$ cat src/rtl/scan_address_generator_pkg.sv
// -----------------------------------------------------------------------------
// scan_address_generator_pkg
// Shared definitions for the scan address generator:
//   - scan_state_t     : frame FSM states (IDLE, SYNC, ACTIVE, DONE)
//   - DEF_IMG_W/H      : default active frame dimensions
//   - DEF_MAX_DEC      : default largest log2 decimation factor
//   - decimated_count  : number of kept pixels for a given decimation exponent
//   - kept_coord       : whether one coordinate survives decimation
// -----------------------------------------------------------------------------
package scan_address_generator_pkg;

  typedef enum logic [1:0] {
    ST_IDLE   = 2'd0,
    ST_SYNC   = 2'd1,
    ST_ACTIVE = 2'd2,
    ST_DONE   = 2'd3
  } scan_state_t;

  localparam int DEF_IMG_W   = 320;
  localparam int DEF_IMG_H   = 240;
  localparam int DEF_MAX_DEC = 2;

  // Pixels written per frame when every 2^d-th column and row is kept.
  function automatic int decimated_count(input int img_w, input int img_h, input int d);
    return (img_w >> d) * (img_h >> d);
  endfunction

  // A coordinate is kept when its low d bits are zero and it does not fall in a
  // trailing partial block (which would push the address past its final value).
  function automatic logic kept_coord(input int coord, input int limit, input int d);
    return (((coord >> d) << d) == coord) && ((coord >> d) < (limit >> d));
  endfunction

endpackage

$ cat src/rtl/scan_address_generator_xy_counter.sv
// -----------------------------------------------------------------------------
// scan_xy_counter
// Wrapping pixel/line counter for one camera frame.
// Ports:
//   clk25      in  : clock (rising edge)
//   rst        in  : synchronous active-high reset
//   clear      in  : synchronous return to x=0, y=0 (frame sync)
//   advance    in  : count one accepted pixel
//   x          out : pixel position in the line, 0..IMG_W-1
//   y          out : line position in the frame, 0..IMG_H-1
//   line_wrap  out : x is at the last pixel of the line
//   last_pixel out : x and y are at the last pixel of the frame
// -----------------------------------------------------------------------------
module scan_xy_counter
  import scan_address_generator_pkg::*;
#(
  parameter int IMG_W = DEF_IMG_W,
  parameter int IMG_H = DEF_IMG_H,
  localparam int X_W  = $clog2(IMG_W),
  localparam int Y_W  = $clog2(IMG_H)
) (
  input  logic           clk25,
  input  logic           rst,
  input  logic           clear,
  input  logic           advance,
  output logic [X_W-1:0] x,
  output logic [Y_W-1:0] y,
  output logic           line_wrap,
  output logic           last_pixel
);

  localparam logic [X_W-1:0] X_LAST = X_W'(IMG_W - 1);
  localparam logic [Y_W-1:0] Y_LAST = Y_W'(IMG_H - 1);

  logic [X_W-1:0] x_r;
  logic [Y_W-1:0] y_r;

  // Pixel and line counters; y wraps to 0 after the last line of the frame.
  always_ff @(posedge clk25) begin
    if (rst) begin
      x_r <= {X_W{1'b0}};
      y_r <= {Y_W{1'b0}};
    end else if (clear) begin
      x_r <= {X_W{1'b0}};
      y_r <= {Y_W{1'b0}};
    end else if (advance) begin
      if (line_wrap) begin
        x_r <= {X_W{1'b0}};
        y_r <= last_pixel ? {Y_W{1'b0}} : (y_r + Y_W'(1));
      end else begin
        x_r <= x_r + X_W'(1);
        y_r <= y_r;
      end
    end else begin
      x_r <= x_r;
      y_r <= y_r;
    end
  end

  assign x          = x_r;
  assign y          = y_r;
  assign line_wrap  = (x_r == X_LAST);
  assign last_pixel = line_wrap && (y_r == Y_LAST);

endmodule

$ cat src/rtl/scan_address_generator.sv
// -----------------------------------------------------------------------------
// scan_address_generator
// Generates frame-buffer write addresses for a camera pixel stream, keeping
// only pixels on a 2^d grid (d = decimation exponent latched at frame sync).
// Ports:
//   clk25      in  : clock (rising edge)
//   rst        in  : synchronous active-high reset
//   enable     in  : one camera pixel per cycle high
//   vsync      in  : active-low frame sync
//   mode       in  : requested decimation exponent (clamped to MAX_DEC)
//   address    out : frame-buffer write address (holds between writes)
//   wr_en      out : write strobe qualifying address, one cycle after enable
//   frame_done out : high while the frame is complete
//   overrun    out : one-cycle pulse for a pixel arriving outside a frame
// -----------------------------------------------------------------------------
module scan_address_generator
  import scan_address_generator_pkg::*;
#(
  parameter int IMG_W   = DEF_IMG_W,
  parameter int IMG_H   = DEF_IMG_H,
  parameter int MAX_DEC = DEF_MAX_DEC,
  localparam int ADDR_W = $clog2(IMG_W * IMG_H),
  localparam int MODE_W = $clog2(MAX_DEC + 1)
) (
  input  logic              clk25,
  input  logic              rst,
  input  logic              enable,
  input  logic              vsync,
  input  logic [MODE_W-1:0] mode,
  output logic [ADDR_W-1:0] address,
  output logic              wr_en,
  output logic              frame_done,
  output logic              overrun
);

  localparam int X_W = $clog2(IMG_W);
  localparam int Y_W = $clog2(IMG_H);
  localparam logic [MODE_W-1:0] MAX_D = MODE_W'(MAX_DEC);

  scan_state_t state_r;
  scan_state_t state_next_s;

  logic [MODE_W-1:0] d_r;
  logic [MODE_W-1:0] d_clamp_s;
  logic [ADDR_W-1:0] wr_count_r;
  logic [ADDR_W-1:0] address_r;
  logic              wr_en_r;
  logic              frame_done_r;
  logic              overrun_r;
  logic              row_keep_r;

  logic [X_W-1:0]    x_s;
  logic [Y_W-1:0]    y_s;
  logic              line_wrap_s;
  logic              last_pixel_s;
  logic              advance_s;
  logic              clear_s;

  logic              keep_s;
  logic              row_keep_next_s;
  logic              wr_en_next_s;
  logic              overrun_next_s;
  logic              frame_done_next_s;

  // Frame sync clears the counters; pixels count only inside an active frame.
  assign clear_s   = !vsync;
  assign advance_s = (state_r == ST_ACTIVE) && vsync && enable;
  assign d_clamp_s = (mode > MAX_D) ? MAX_D : mode;

  scan_xy_counter #(
    .IMG_W (IMG_W),
    .IMG_H (IMG_H)
  ) u_xy (
    .clk25      (clk25),
    .rst        (rst),
    .clear      (clear_s),
    .advance    (advance_s),
    .x          (x_s),
    .y          (y_s),
    .line_wrap  (line_wrap_s),
    .last_pixel (last_pixel_s)
  );

  // State register.
  always_ff @(posedge clk25) begin
    if (rst) begin
      state_r <= ST_IDLE;
    end else begin
      state_r <= state_next_s;
    end
  end

  // Next-state logic; a low vsync restarts the frame from any state.
  always_comb begin
    state_next_s = state_r;
    if (!vsync) begin
      state_next_s = ST_SYNC;
    end else begin
      case (state_r)
        ST_IDLE:   state_next_s = ST_IDLE;
        ST_SYNC:   state_next_s = ST_ACTIVE;
        ST_ACTIVE: begin
          if (advance_s && last_pixel_s) begin
            state_next_s = ST_DONE;
          end else begin
            state_next_s = ST_ACTIVE;
          end
        end
        ST_DONE:   state_next_s = ST_DONE;
        default:   state_next_s = ST_IDLE;
      endcase
    end
  end

  // Output decode: decimation qualifier, overrun detect and done flag.
  // The row test is precomputed at each line wrap so only x is tested per pixel.
  always_comb begin
    keep_s            = advance_s && row_keep_r &&
                        kept_coord(int'(x_s), IMG_W, int'(d_r));
    wr_en_next_s      = keep_s;
    overrun_next_s    = vsync && enable &&
                        ((state_r == ST_IDLE) || (state_r == ST_DONE));
    frame_done_next_s = (state_next_s == ST_DONE);
    row_keep_next_s   = row_keep_r;
    if (!vsync) begin
      row_keep_next_s = 1'b1;
    end else if (advance_s && line_wrap_s) begin
      if (last_pixel_s) begin
        row_keep_next_s = 1'b1;
      end else begin
        row_keep_next_s = kept_coord(int'(y_s) + 1, IMG_H, int'(d_r));
      end
    end else begin
      row_keep_next_s = row_keep_r;
    end
  end

  // Decimation latch, row qualifier, address counter and registered outputs.
  always_ff @(posedge clk25) begin
    if (rst) begin
      d_r          <= {MODE_W{1'b0}};
      row_keep_r   <= 1'b1;
      wr_count_r   <= {ADDR_W{1'b0}};
      address_r    <= {ADDR_W{1'b0}};
      wr_en_r      <= 1'b0;
      frame_done_r <= 1'b0;
      overrun_r    <= 1'b0;
    end else begin
      row_keep_r   <= row_keep_next_s;
      wr_en_r      <= wr_en_next_s;
      frame_done_r <= frame_done_next_s;
      overrun_r    <= overrun_next_s;
      if (!vsync) begin
        d_r        <= d_clamp_s;
        wr_count_r <= {ADDR_W{1'b0}};
        address_r  <= {ADDR_W{1'b0}};
      end else if (keep_s) begin
        d_r        <= d_r;
        address_r  <= wr_count_r;
        wr_count_r <= wr_count_r + ADDR_W'(1);
      end else begin
        d_r        <= d_r;
        address_r  <= address_r;
        wr_count_r <= wr_count_r;
      end
    end
  end

  assign address    = address_r;
  assign wr_en      = wr_en_r;
  assign frame_done = frame_done_r;
  assign overrun    = overrun_r;

endmodule

$ cat config.mk
export PLATFORM = sky130hd
export DESIGN_NAME = scan_address_generator
export DESIGN_NICKNAME = d
export VERILOG_FILES = /design/src/rtl/scan_address_generator_pkg.sv /design/src/rtl/scan_address_generator_xy_counter.sv /design/src/rtl/scan_address_generator.sv
export SDC_FILE = /design/constraint.sdc
export NUM_CORES = 1
export LEC_CHECK = 0
export CAP_MARGIN = 0
export CORE_UTILIZATION = 40
export DETAILED_ROUTE_END_ITERATION = 10
export PLACE_DENSITY = 0.69
export RECOVER_POWER = 25
export SETUP_SLACK_MARGIN = 0.5
export SYNTH_ARGS = -nofsm -noshare
export SYNTH_HDL_FRONTEND = slang
export SYNTH_SLANG_ARGS = --single-unit
export TNS_END_PERCENT = 5
$ cat constraint.sdc
create_clock -name clk25 -period 3.13 [get_ports clk25]
set_input_delay 0.4695 -clock clk25 [delete_from_list [all_inputs] [get_ports clk25]]
set_output_delay 0.4695 -clock clk25 [all_outputs]
set_load 0.005 [all_outputs]
==> results.json <==
{
  "status": "finished, final reports clean",
  "netlist_area_um2": 3200,
  "drt-total-wl_um": 7470,
  "pre_cts_slack_ns": 0.191,
  "cts_sinks": 59,
  "die_x_um": 91.4,
  "drc": 0,
  "synth_seq_area_share": 0.370,
  "tightest_slew_ns": 0.898,
  "max-slew-margin-rel": 0.401,
  "placed_area_um2": 3510,
  "clockRootBuffer": "clkbuf_8",
  "p_leak_nw": 1.35,
  "use_met3": 0.0419,
  "fin_ws_ns": 0.476,
  "rsz0062_at_grt": "yes",
  "finClkSkew_ns": 0.00692,
  "tns_ns": 0,
  "die_area_um2": 8350,
  "finalSetupViolCount": 0,
  "core.rowCount": 32,
  "final_area_um2": 3900,
  "dr_total_vias": 2832,
  "grt_pass1_vias": 2686,
  "coreArea_um2": 7730,
  "syn_inst": 396,
  "area.growth.synth_to_final_pct": 22.0,
  "ys_ff_latch": 59,
  "ant_nets": 0,
  "cts_tree": "yes",
  "cts_made_buffers": 9,
  "ir_drop_v": 0.000257,
  "h-tree-depth": 3,
  "hold_path_class": "reg2reg",
  "finalWeightedCongestion": 0.891,
  "grtUsageMet1": 0.234,
  "die_height_um": 91.4,
  "max_freq_mhz": 377,
  "grt_pass1_wl_um": 12400,
  "worstPathRequired_ns": 3.33,
  "ios": 26,
  "drtPass1Iterations": 4,
  "drt-initial-drc-count": 132,
  "antenna_found_initial": 0,
  "path_clk_slew_ns": 0.07,
  "syn_avg_cell_area_um2": 8.07,
  "finalCriticalPeriod_ns": 2.65,
  "ys_types": 51,
  "crit_arrival_ns": 2.86,
  "overflow": 0,
  "finalCritPeriodShare": 0.848,
  "diodes": 0,
  "gr-max-usage-layer": "met2",
  "synth.net_count": 419,
  "clk_path_buf_depth": 2,
  "synth-edff-count": 0,
  "initial_core_util": 0.414,
  "dp_hpwl_um": 5040,
  "synthArstFlopShare": 0,
  "max-cap-violations": 0,
  "cp-end-kind": "register",
  "final_common_cell": "nand2_1",
  "track_usage": 0.187,
  "wire_per_inst_um": 14.2,
  "layout_common_cells": "65 x nand2_1, 54 x dfxtp_1, 40 x nor2_1",
  "crit_type": "reg2reg",
  "grt_max_degree": 46,
  "portBuffers": 25,
  "ys_warn_count": 0,
  "hold_violations": 0,
  "ys.flop_type": "dfxtp_1",
  "met2_usage": 0.301,
  "clock_latency_ns": 0.35,
  "report.final.slew_viol_count": 0,
  "power_density_nw_per_um2": 437,
  "crit_fanout": 9,
  "drive_gt1_frac": 0.122,
  "vias_per_cell": 5.36,
  "startpoint_type": "register",
  "fin_nets": 444
}
[worst paths after layout]
check / from / to / slack [ns] / depth (start not counted)
setup / recovery: d_r[0]$_SDFFE_PP0N_ / wr_count_r[16]$_SDFFE_PP0P_ / 0.48 / 9
hold reg to reg: address[1]$_SDFFE_PP0P_ / address[1]$_SDFFE_PP0P_ / 0.45 / 2
setup reg to reg: d_r[0]$_SDFFE_PP0N_ / wr_count_r[16]$_SDFFE_PP0P_ / 0.48 / 9
hold / removal: address[1]$_SDFFE_PP0P_ / address[1]$_SDFFE_PP0P_ / 0.45 / 2
[state kept, by name, indices dropped and copies added (netlist names)]
| name | count |
|---|---|
| address | 17 |
| d_r | 2 |
| frame_done | 1 |
| overrun | 1 |
| row_keep_r | 1 |
| state_r | 2 |
| u_xy.x | 9 |
| u_xy.y | 8 |
| wr_count_r | 17 |
| wr_en | 1 |
[critical path: stages (launching register included)]
cell     delay [ns]
dfxtp_2        0.43
mux4_2         0.53
ha_1           0.30
o21a_1         0.16
o21ai_0        0.20
a21oi_2        0.15
buf_4          0.21
nor4_2         0.34
xnor2_1        0.16
nor2_1         0.05
[cell type report]
class                           count  area, um2
Clock buffer                       10        138
Fill cell                         729       3830
Clock inverter                      6        111
Tap cell                          102        128
Sequential cell                    59       1190
Inverter                           11       41.3
Multi-Input combinational cell    303       1940
Timing Repair Buffer               37        350
[power by group]
part           internal (mW)  switching (mW)  leakage, nW
clock network          0.552           0.319        0.123
logic                 0.0283          0.0457        0.749
registers              0.753         0.00521        0.478
total                   1.33           0.369         1.35
[through the flow]
step	total power [mW]	hold WS, ns	instances	utilization
2_1_floorplan	0.825	0.444	396	-
3_3_place_gp	0.845	0.446	505	0.454
3_5_place_dp	0.846	0.449	505	0.454
4_1_cts	1.72	0.461	526	0.497
5_1_grt	1.76	0.471	528	0.505
6_report	1.70	0.455	528	0.505
[cell families after synthesis]
family	share of synthesized area
xor+xnor	0.0822
mux	0.0262
fa+ha+maj	0.0666
compound gates	0.138
buf+inv	0.0458
flops	0.370
simple gates	0.272
[metal layers]
layer | vias to the layer above | part of all wire
met3 | 18 | 0.032
met5 | - | 0
li1 | 1431 | -
met1 | 1329 | 0.47
met2 | 54 | 0.47
met4 | 0 | 0.028
[cells in the mapped netlist (2+ instances only)]
master    count  area share
dfxtp_1      59        0.37
and2_1        2      0.0039
o21ai_0      12       0.019
o21a_1        2      0.0047
and3_1        3      0.0059
nand4_1      10       0.020
buf_2         3      0.0047
a21o_1        2      0.0047
xnor2_1      20       0.055
nor2b_1       6       0.012
o22ai_1       3      0.0059
mux2i_1       5       0.016
inv_1        10       0.012
nor3b_1       4      0.0094
buf_4         2      0.0047
nor4_1        5      0.0098
or4_1         3      0.0070
xor2_1       10       0.027
nor3_1       12       0.019
clkbuf_1     15       0.018
nor2_1       41       0.048
nand3_1      13       0.020
o31ai_1       3      0.0070
a21oi_1      36       0.056
a211oi_1      4      0.0094
and4_1        4       0.011
a31oi_1       2      0.0039
buf_1         2      0.0024
nand2_1      65       0.076
ha_1         17       0.067
[timing repair]
action                     CTS  global route
gates cloned                 0             0
setup endpoints to repair   31            34
hold buffers                 0             0
gates resized for setup     12             8
pin swaps                    1             1
setup buffers                5             2
No activity file was read; power rests on OpenSTA's default activity.
